### config.mk
export PLATFORM = sky130hd
export DESIGN_NAME = control_unit_fsm_flat
export DESIGN_NICKNAME = d
export VERILOG_FILES = /design/src/rtl/control_unit_fsm_if.sv /design/src/rtl/control_unit_fsm.sv /design/src/flat_wrapper.sv
export SDC_FILE = /design/constraint.sdc
export NUM_CORES = 1
export LEC_CHECK = 0
export BUFFER_PORTS_ARGS = -buffer_cell sky130_fd_sc_hd__buf_2
export CAP_MARGIN = 20
export CORE_UTILIZATION = 48
export CTS_BUF_LIST = sky130_fd_sc_hd__clkbuf_8 sky130_fd_sc_hd__clkbuf_16
export DETAILED_ROUTE_END_ITERATION = 12
export PLACE_DENSITY = 0.82
export SKIP_LAST_GASP = 1
export SYNTH_ARGS = -nofsm -noshare
export SYNTH_HDL_FRONTEND = slang
export SYNTH_SLANG_ARGS = --single-unit
### constraint.sdc
create_clock -name clk -period 2.4 [get_ports clk]
set_input_delay 0.48 -clock clk [delete_from_list [all_inputs] [get_ports clk]]
set_output_delay 0.48 -clock clk [all_outputs]
set_load 0.01 [all_outputs]
### src/rtl/control_unit_fsm_if.sv
// Control bundle between the main control FSM and the datapath.
// The FSM side is the master; the datapath side is the slave.
interface control_unit_fsm_if;
  logic [5:0] opcode;
  logic       memReady;
  logic [2:0] unitControl;
  logic       aluSrcA;
  logic [1:0] aluSrcB;
  logic       regDst;
  logic       memToReg;
  logic       regWrite;
  logic       iorD;
  logic       memRead;
  logic       memWrite;
  logic       irWrite;
  logic       pcWrite;
  logic       pcWriteCond;
  logic [1:0] pcSrc;
  logic [3:0] state;
  logic       illegalOp;
  logic       memTimeout;

  modport master (
    input  opcode,
    input  memReady,
    output unitControl,
    output aluSrcA,
    output aluSrcB,
    output regDst,
    output memToReg,
    output regWrite,
    output iorD,
    output memRead,
    output memWrite,
    output irWrite,
    output pcWrite,
    output pcWriteCond,
    output pcSrc,
    output state,
    output illegalOp,
    output memTimeout
  );

  modport slave (
    output opcode,
    output memReady,
    input  unitControl,
    input  aluSrcA,
    input  aluSrcB,
    input  regDst,
    input  memToReg,
    input  regWrite,
    input  iorD,
    input  memRead,
    input  memWrite,
    input  irWrite,
    input  pcWrite,
    input  pcWriteCond,
    input  pcSrc,
    input  state,
    input  illegalOp,
    input  memTimeout
  );
endinterface

### src/rtl/control_unit_fsm.sv
// Multicycle MIPS main control FSM: fetch/decode/execute/mem/writeback
// sequencing with an optional bounded wait on the memory handshake.
module control_unit_fsm #(
  parameter int unsigned WAIT_LIMIT = 0
) (
  input  logic               clk,
  input  logic               reset,
  control_unit_fsm_if.master bus
);

  typedef enum logic [3:0] {
    FETCH    = 4'd0,
    DECODE   = 4'd1,
    EXEC_R   = 4'd2,
    EXEC_I   = 4'd3,
    MEM_ADDR = 4'd4,
    MEM_RD   = 4'd5,
    MEM_WB   = 4'd6,
    MEM_WR   = 4'd7,
    ALU_WB   = 4'd8,
    BRANCH   = 4'd9,
    JUMP     = 4'd10
  } state_t;

  localparam logic [5:0] OP_R    = 6'b000000;
  localparam logic [5:0] OP_ADDI = 6'b001000;
  localparam logic [5:0] OP_ANDI = 6'b001100;
  localparam logic [5:0] OP_ORI  = 6'b001101;
  localparam logic [5:0] OP_SLTI = 6'b001010;
  localparam logic [5:0] OP_LW   = 6'b100011;
  localparam logic [5:0] OP_SW   = 6'b101011;
  localparam logic [5:0] OP_BEQ  = 6'b000100;
  localparam logic [5:0] OP_J    = 6'b000010;

  localparam bit         HAS_LIM = (WAIT_LIMIT != 0);
  localparam logic [7:0] LIM_M1  = 8'(WAIT_LIMIT - 1);

  state_t     st_q;
  state_t     st_n;
  logic [7:0] cnt_q;
  logic [7:0] cnt_n;
  logic       ill_q;
  logic       ill_n;
  logic       tmo_q;
  logic       tmo_n;

  logic [5:0] op;
  logic       rdy;
  logic       is_r;
  logic       is_i;
  logic       is_mem;
  logic       is_beq;
  logic       is_j;
  logic       waiting;
  logic       lim_hit;

  logic [2:0] uc;
  logic       src_a;
  logic [1:0] src_b;
  logic       reg_dst;
  logic       mem_to_reg;
  logic       reg_wr;
  logic       iord;
  logic       mem_rd;
  logic       mem_wr;
  logic       ir_wr;
  logic       pc_wr;
  logic       pc_wr_cond;
  logic [1:0] pc_src;

  assign op  = bus.opcode;
  assign rdy = bus.memReady;

  assign is_r   = (op == OP_R);
  assign is_i   = (op == OP_ADDI) || (op == OP_ANDI) ||
                  (op == OP_ORI)  || (op == OP_SLTI);
  assign is_mem = (op == OP_LW) || (op == OP_SW);
  assign is_beq = (op == OP_BEQ);
  assign is_j   = (op == OP_J);

  // Only the three handshake states ever stall on memReady.
  assign waiting = !rdy &&
                   ((st_q == FETCH) ||
                    (st_q == MEM_RD) ||
                    (st_q == MEM_WR));
  assign lim_hit = HAS_LIM && waiting &&
                   (cnt_q == LIM_M1);

  always_ff @(posedge clk or posedge reset) begin
    if (reset) begin
      st_q  <= FETCH;
      cnt_q <= 8'd0;
      ill_q <= 1'b0;
      tmo_q <= 1'b0;
    end else begin
      st_q  <= st_n;
      cnt_q <= cnt_n;
      ill_q <= ill_n;
      tmo_q <= tmo_n;
    end
  end

  always_comb begin
    st_n       = st_q;
    ill_n      = 1'b0;
    tmo_n      = 1'b0;
    uc         = 3'b000;
    src_a      = 1'b0;
    src_b      = 2'b00;
    reg_dst    = 1'b0;
    mem_to_reg = 1'b0;
    reg_wr     = 1'b0;
    iord       = 1'b0;
    mem_rd     = 1'b0;
    mem_wr     = 1'b0;
    ir_wr      = 1'b0;
    pc_wr      = 1'b0;
    pc_wr_cond = 1'b0;
    pc_src     = 2'b00;

    case (st_q)
      FETCH: begin
        mem_rd = 1'b1;
        src_b  = 2'b01;
        uc     = 3'b010;
        if (rdy) begin
          ir_wr = 1'b1;
          pc_wr = 1'b1;
          st_n  = DECODE;
        end else if (lim_hit) begin
          st_n  = FETCH;
          tmo_n = 1'b1;
        end
      end
      DECODE: begin
        src_b = 2'b11;
        uc    = 3'b010;
        unique case (1'b1)
          is_r:    st_n = EXEC_R;
          is_i:    st_n = EXEC_I;
          is_mem:  st_n = MEM_ADDR;
          is_beq:  st_n = BRANCH;
          is_j:    st_n = JUMP;
          default: begin
            st_n  = FETCH;
            ill_n = 1'b1;
          end
        endcase
      end
      EXEC_R: begin
        src_a = 1'b1;
        st_n  = ALU_WB;
      end
      EXEC_I: begin
        src_a = 1'b1;
        src_b = 2'b10;
        case (op)
          OP_ORI:  uc = 3'b001;
          OP_ANDI: uc = 3'b011;
          OP_SLTI: uc = 3'b111;
          default: uc = 3'b010;
        endcase
        st_n = ALU_WB;
      end
      ALU_WB: begin
        reg_wr  = 1'b1;
        reg_dst = is_r;
        st_n    = FETCH;
      end
      MEM_ADDR: begin
        src_a = 1'b1;
        src_b = 2'b10;
        uc    = 3'b010;
        st_n  = (op == OP_LW) ? MEM_RD : MEM_WR;
      end
      MEM_RD: begin
        iord   = 1'b1;
        mem_rd = 1'b1;
        if (rdy) begin
          st_n = MEM_WB;
        end else if (lim_hit) begin
          st_n  = FETCH;
          tmo_n = 1'b1;
        end
      end
      MEM_WB: begin
        reg_wr     = 1'b1;
        mem_to_reg = 1'b1;
        st_n       = FETCH;
      end
      MEM_WR: begin
        iord   = 1'b1;
        mem_wr = 1'b1;
        if (rdy) begin
          st_n = FETCH;
        end else if (lim_hit) begin
          st_n  = FETCH;
          tmo_n = 1'b1;
        end
      end
      BRANCH: begin
        src_a      = 1'b1;
        uc         = 3'b110;
        pc_wr_cond = 1'b1;
        pc_src     = 2'b01;
        st_n       = FETCH;
      end
      JUMP: begin
        pc_wr  = 1'b1;
        pc_src = 2'b10;
        st_n   = FETCH;
      end
      default: st_n = FETCH;
    endcase
  end

  // A timeout re-entering FETCH counts as an entry and clears the count.
  always_comb begin
    cnt_n = cnt_q;
    if ((st_n != st_q) || tmo_n) begin
      cnt_n = 8'd0;
    end else if (waiting && (cnt_q != 8'hff)) begin
      cnt_n = cnt_q + 8'd1;
    end
  end

  // Reset masks every output so nothing fires while it is held.
  assign bus.unitControl = reset ? 3'b000 : uc;
  assign bus.aluSrcA     = !reset && src_a;
  assign bus.aluSrcB     = reset ? 2'b00 : src_b;
  assign bus.regDst      = !reset && reg_dst;
  assign bus.memToReg    = !reset && mem_to_reg;
  assign bus.regWrite    = !reset && reg_wr;
  assign bus.iorD        = !reset && iord;
  assign bus.memRead     = !reset && mem_rd;
  assign bus.memWrite    = !reset && mem_wr;
  assign bus.irWrite     = !reset && ir_wr;
  assign bus.pcWrite     = !reset && pc_wr;
  assign bus.pcWriteCond = !reset && pc_wr_cond;
  assign bus.pcSrc       = reset ? 2'b00 : pc_src;
  assign bus.state       = reset ? 4'd0 : st_q;
  assign bus.illegalOp   = !reset && ill_q;
  assign bus.memTimeout  = !reset && tmo_q;

endmodule

### src/flat_wrapper.sv
// flat-port wrapper written by rule: the top's interface ports become plain ports
module control_unit_fsm_flat 
#(
  parameter int unsigned WAIT_LIMIT = 0
)
  (clk, reset, bus_opcode, bus_memReady, bus_unitControl, bus_aluSrcA, bus_aluSrcB, bus_regDst, bus_memToReg, bus_regWrite, bus_iorD, bus_memRead, bus_memWrite, bus_irWrite, bus_pcWrite, bus_pcWriteCond, bus_pcSrc, bus_state, bus_illegalOp, bus_memTimeout);
  control_unit_fsm_if bus_i ();
  input  logic clk;
  input  logic reset;
  input wire logic [$bits(bus_i.opcode)-1:0] bus_opcode;
  input wire logic [$bits(bus_i.memReady)-1:0] bus_memReady;
  output wire logic [$bits(bus_i.unitControl)-1:0] bus_unitControl;
  output wire logic [$bits(bus_i.aluSrcA)-1:0] bus_aluSrcA;
  output wire logic [$bits(bus_i.aluSrcB)-1:0] bus_aluSrcB;
  output wire logic [$bits(bus_i.regDst)-1:0] bus_regDst;
  output wire logic [$bits(bus_i.memToReg)-1:0] bus_memToReg;
  output wire logic [$bits(bus_i.regWrite)-1:0] bus_regWrite;
  output wire logic [$bits(bus_i.iorD)-1:0] bus_iorD;
  output wire logic [$bits(bus_i.memRead)-1:0] bus_memRead;
  output wire logic [$bits(bus_i.memWrite)-1:0] bus_memWrite;
  output wire logic [$bits(bus_i.irWrite)-1:0] bus_irWrite;
  output wire logic [$bits(bus_i.pcWrite)-1:0] bus_pcWrite;
  output wire logic [$bits(bus_i.pcWriteCond)-1:0] bus_pcWriteCond;
  output wire logic [$bits(bus_i.pcSrc)-1:0] bus_pcSrc;
  output wire logic [$bits(bus_i.state)-1:0] bus_state;
  output wire logic [$bits(bus_i.illegalOp)-1:0] bus_illegalOp;
  output wire logic [$bits(bus_i.memTimeout)-1:0] bus_memTimeout;
  assign bus_i.opcode = bus_opcode;
  assign bus_i.memReady = bus_memReady;
  assign bus_unitControl = bus_i.unitControl;
  assign bus_aluSrcA = bus_i.aluSrcA;
  assign bus_aluSrcB = bus_i.aluSrcB;
  assign bus_regDst = bus_i.regDst;
  assign bus_memToReg = bus_i.memToReg;
  assign bus_regWrite = bus_i.regWrite;
  assign bus_iorD = bus_i.iorD;
  assign bus_memRead = bus_i.memRead;
  assign bus_memWrite = bus_i.memWrite;
  assign bus_irWrite = bus_i.irWrite;
  assign bus_pcWrite = bus_i.pcWrite;
  assign bus_pcWriteCond = bus_i.pcWriteCond;
  assign bus_pcSrc = bus_i.pcSrc;
  assign bus_state = bus_i.state;
  assign bus_illegalOp = bus_i.illegalOp;
  assign bus_memTimeout = bus_i.memTimeout;
  control_unit_fsm #(.WAIT_LIMIT(WAIT_LIMIT)) u_core (.clk(clk), .reset(reset), .bus(bus_i));
endmodule
==> flow_summary.yaml <==
timing:
  worst_pin_slew_ns: 0.472
  hold_viol: 0
  finalMaxSlewViolations: 0
  slew_headroom: 0.677
  min_period_ns: 2.23
  fin_tns_setup_ns: 0
  post-route-period-util: 0.928
  setup_viol: 0
  hold_ws_ns: 0.296
  rsz0062_at_grt: "false"
  fmax_ghz: 0.449
  fin_skew_ns: 0.00282
route:
  dr.pass1.iters: 4
  drt_iter0_markers: 31
  num_vias: 797
  viasPerCell: 5.95
  wirelength_mm: 1.71
  drc: 0
  wl_per_cell_um: 12.7
  drtAntennaViolNets: 0
placed_design:
  gp_congestion: 0.909
  port_buffers: 30
  dp.final_hpwl_mm: 1.28
power_and_ir_drop:
  p_per_area_nw_per_um2: 1080
  ir_drop_uv: 658
  leakagePower_uw: 0.000406
worst_setup_path:
  critPathLaunchType: "flop"
  path_max_fanout: 12
  r2r_start: "u_core.st_q[1]"
  critPathKind: "reg2out"
  arrival_ns: 1.75
  critPathSlowestCell: "dfrtp_1"
  r2r_slack_ns: 0.82
  rr_worst_depth: 4
  reg2reg_to: "u_core.st_q[0]"
  cp-end-kind: "output pin"
  worstPathCellList: "or2_1, or3_1, nor3_2, or2_1, buf_2"
  max_stage_delay_ns: 0.51
  crit_required_ns: 1.92
  cp_common_cell: "or2_1"
clock_tree:
  path_clk_slew_ns: 0.04
  cts.sinks: 5
  postCtsSetupBuffers: 0
  htree_levels: 1
  cts_tree: "yes"
  clockBufferDepth: 2
  cts_buffers: 3
  worstSkewPairLatency_ns: 0.22
  ctsResizeCount: 0
  hold_buffers: 0
  ctsRootBufferMaster: "clkbuf_8"
floorplanning:
  fp.dieW_um: 39.5
  initial_core_util: 0.519
  dieArea_um2: 1560
  core-area_um2: 1300
  core.rowCount: 13
  pin_count: 32
  fp.dieH_um: 39.5
finish:
  diodes: 0
  drive_gt1_frac: 0.328
  areaGrowthSynthToFinish_pct: 25.0
  nets: 129
  fillCellCount: 127
  final_util: 0.649
global_routing:
  grtUsageTotal: 0.223
  antenna_found_initial: 0
  overflow: 0
  grt_pass1_vias: 562
  grt_start_max_net_pins: 19
  grt_pass1_wl_mm: 2.42
synth:
  synth_edf_count: 0
  synthArstFlopShare: 1.00
  synthesis.area_um2: 676
  ys_seq_elements: 5
  synth_nets: 102
  syn_avg_cell_area_um2: 7.27
  synthFlopType: "dfrtp_1"
  yosysUniqueCellTypes: 42
  syn-instance-count: 93
  yosys_warnings: 0
  yosysSeqAreaShare: 0.185
run_status:
  status: "completed"
flow_run:
  max_cap_violations: 0
worst_hold_path:
  worstHoldPathType: "in2async"
==> routing by layer <==
layer	wire (um)	global-route usage	vias up
met5	0	0	-
met4	17	0.112	0
met3	135	0.0284	2
met2	774	0.352	50
met1	780	0.293	357
li1	-	-	388
==> flip-flops by register name, indices dropped and copies added (netlist names) <==
register      count
u_core.ill_q      1
u_core.st_q       4
==> synthesized netlist by cell type, drive strengths merged (2+ instances only) <==
library cell  number  share of area
inv                4          0.022
nand2              6          0.033
nor4               3          0.050
or2                3          0.028
a311oi             2          0.035
nor3b              3          0.033
a211oi             2          0.022
nor2              13          0.072
clkbuf             3          0.017
a21oi              5          0.037
nor2b              5          0.046
o22ai              2          0.019
buf                6          0.061
nand2b             4          0.037
o31ai              2          0.022
dfrtp              5           0.19
nor3               6          0.052
==> cell type report <==
type                            instances  area, um2  area share
Multi-Input combinational cell         75        483       0.572
Timing Repair Buffer                   31        158       0.187
Sequential cell                         5        125       0.148
Clock buffer                            3       41.3      0.0489
Tap cell                               15       18.8      0.0222
Inverter                                4       15.0      0.0178
Clock inverter                          1       3.75     0.00444
==> critical path, delay by kind of cell, from the launching register on <==
family                 cells  cell delay, ns
flip-flops                 1            0.51
buffers and inverters      1            0.12
AND/OR/NAND/NOR            4            0.90
==> power by group <==
part,internal (uW),switching (uW)
Sequential,121,107
Combinational,243,291
Clock,109,39.1
==> cells in the final DEF, fill, tap and decap left out, types with 3 or more instances in the layout <==
cell | synthesis | routed
a21oi_1 | 5 | 5
dfrtp_1 | 5 | 5
nor2_1 | 13 | 13
nor2b_1 | 5 | 5
nor3b_1 | 3 | 3
nand2_1 | 6 | 6
clkbuf_8 | 0 | 3
buf_2 | 3 | 30
inv_1 | 4 | 5
nor3_1 | 5 | 5
nand2b_1 | 4 | 4
==> worst max path at each step <==
stage                         from                 end  slack (ns)  depth (start not counted)
floorplan           u_core.st_q[2]         bus_pcWrite        0.60                          4
global placement     bus_opcode[2]  bus_unitControl[0]        0.43                          5
detailed placement  u_core.st_q[2]         bus_pcWrite        0.42                          5
CTS                 u_core.st_q[2]         bus_pcWrite        0.18                          5
global route        u_core.st_q[3]         bus_pcWrite        0.12                          5
finish              u_core.st_q[2]         bus_pcWrite        0.17                          5
==> cell families (layout without fill, tap and decap cells) <==
kind of cell	count (synthesis)	count (layout)	share of synthesized area
AND/OR/NAND/NOR	50	50	0.441
AO/OA/AOI/OAI	22	22	0.241
buffers and inverters	13	39	0.100
flip-flops	5	5	0.185
other	1	1	0.00555
XOR/XNOR	1	1	0.0130
multiplexers	1	1	0.0148
==> per-stage QoR <==
stage	std cells	power, uW	cell area (um2)	setup WS, ns
final	134	910	845	0.174
after global routing	134	990	845	0.120
after CTS	134	904	845	0.183
after detailed placement	130	748	800	0.417
after global placement	130	741	800	0.433
after floorplan	93	623	676	0.602
Note: power is estimated with default switching activity, not from simulation.
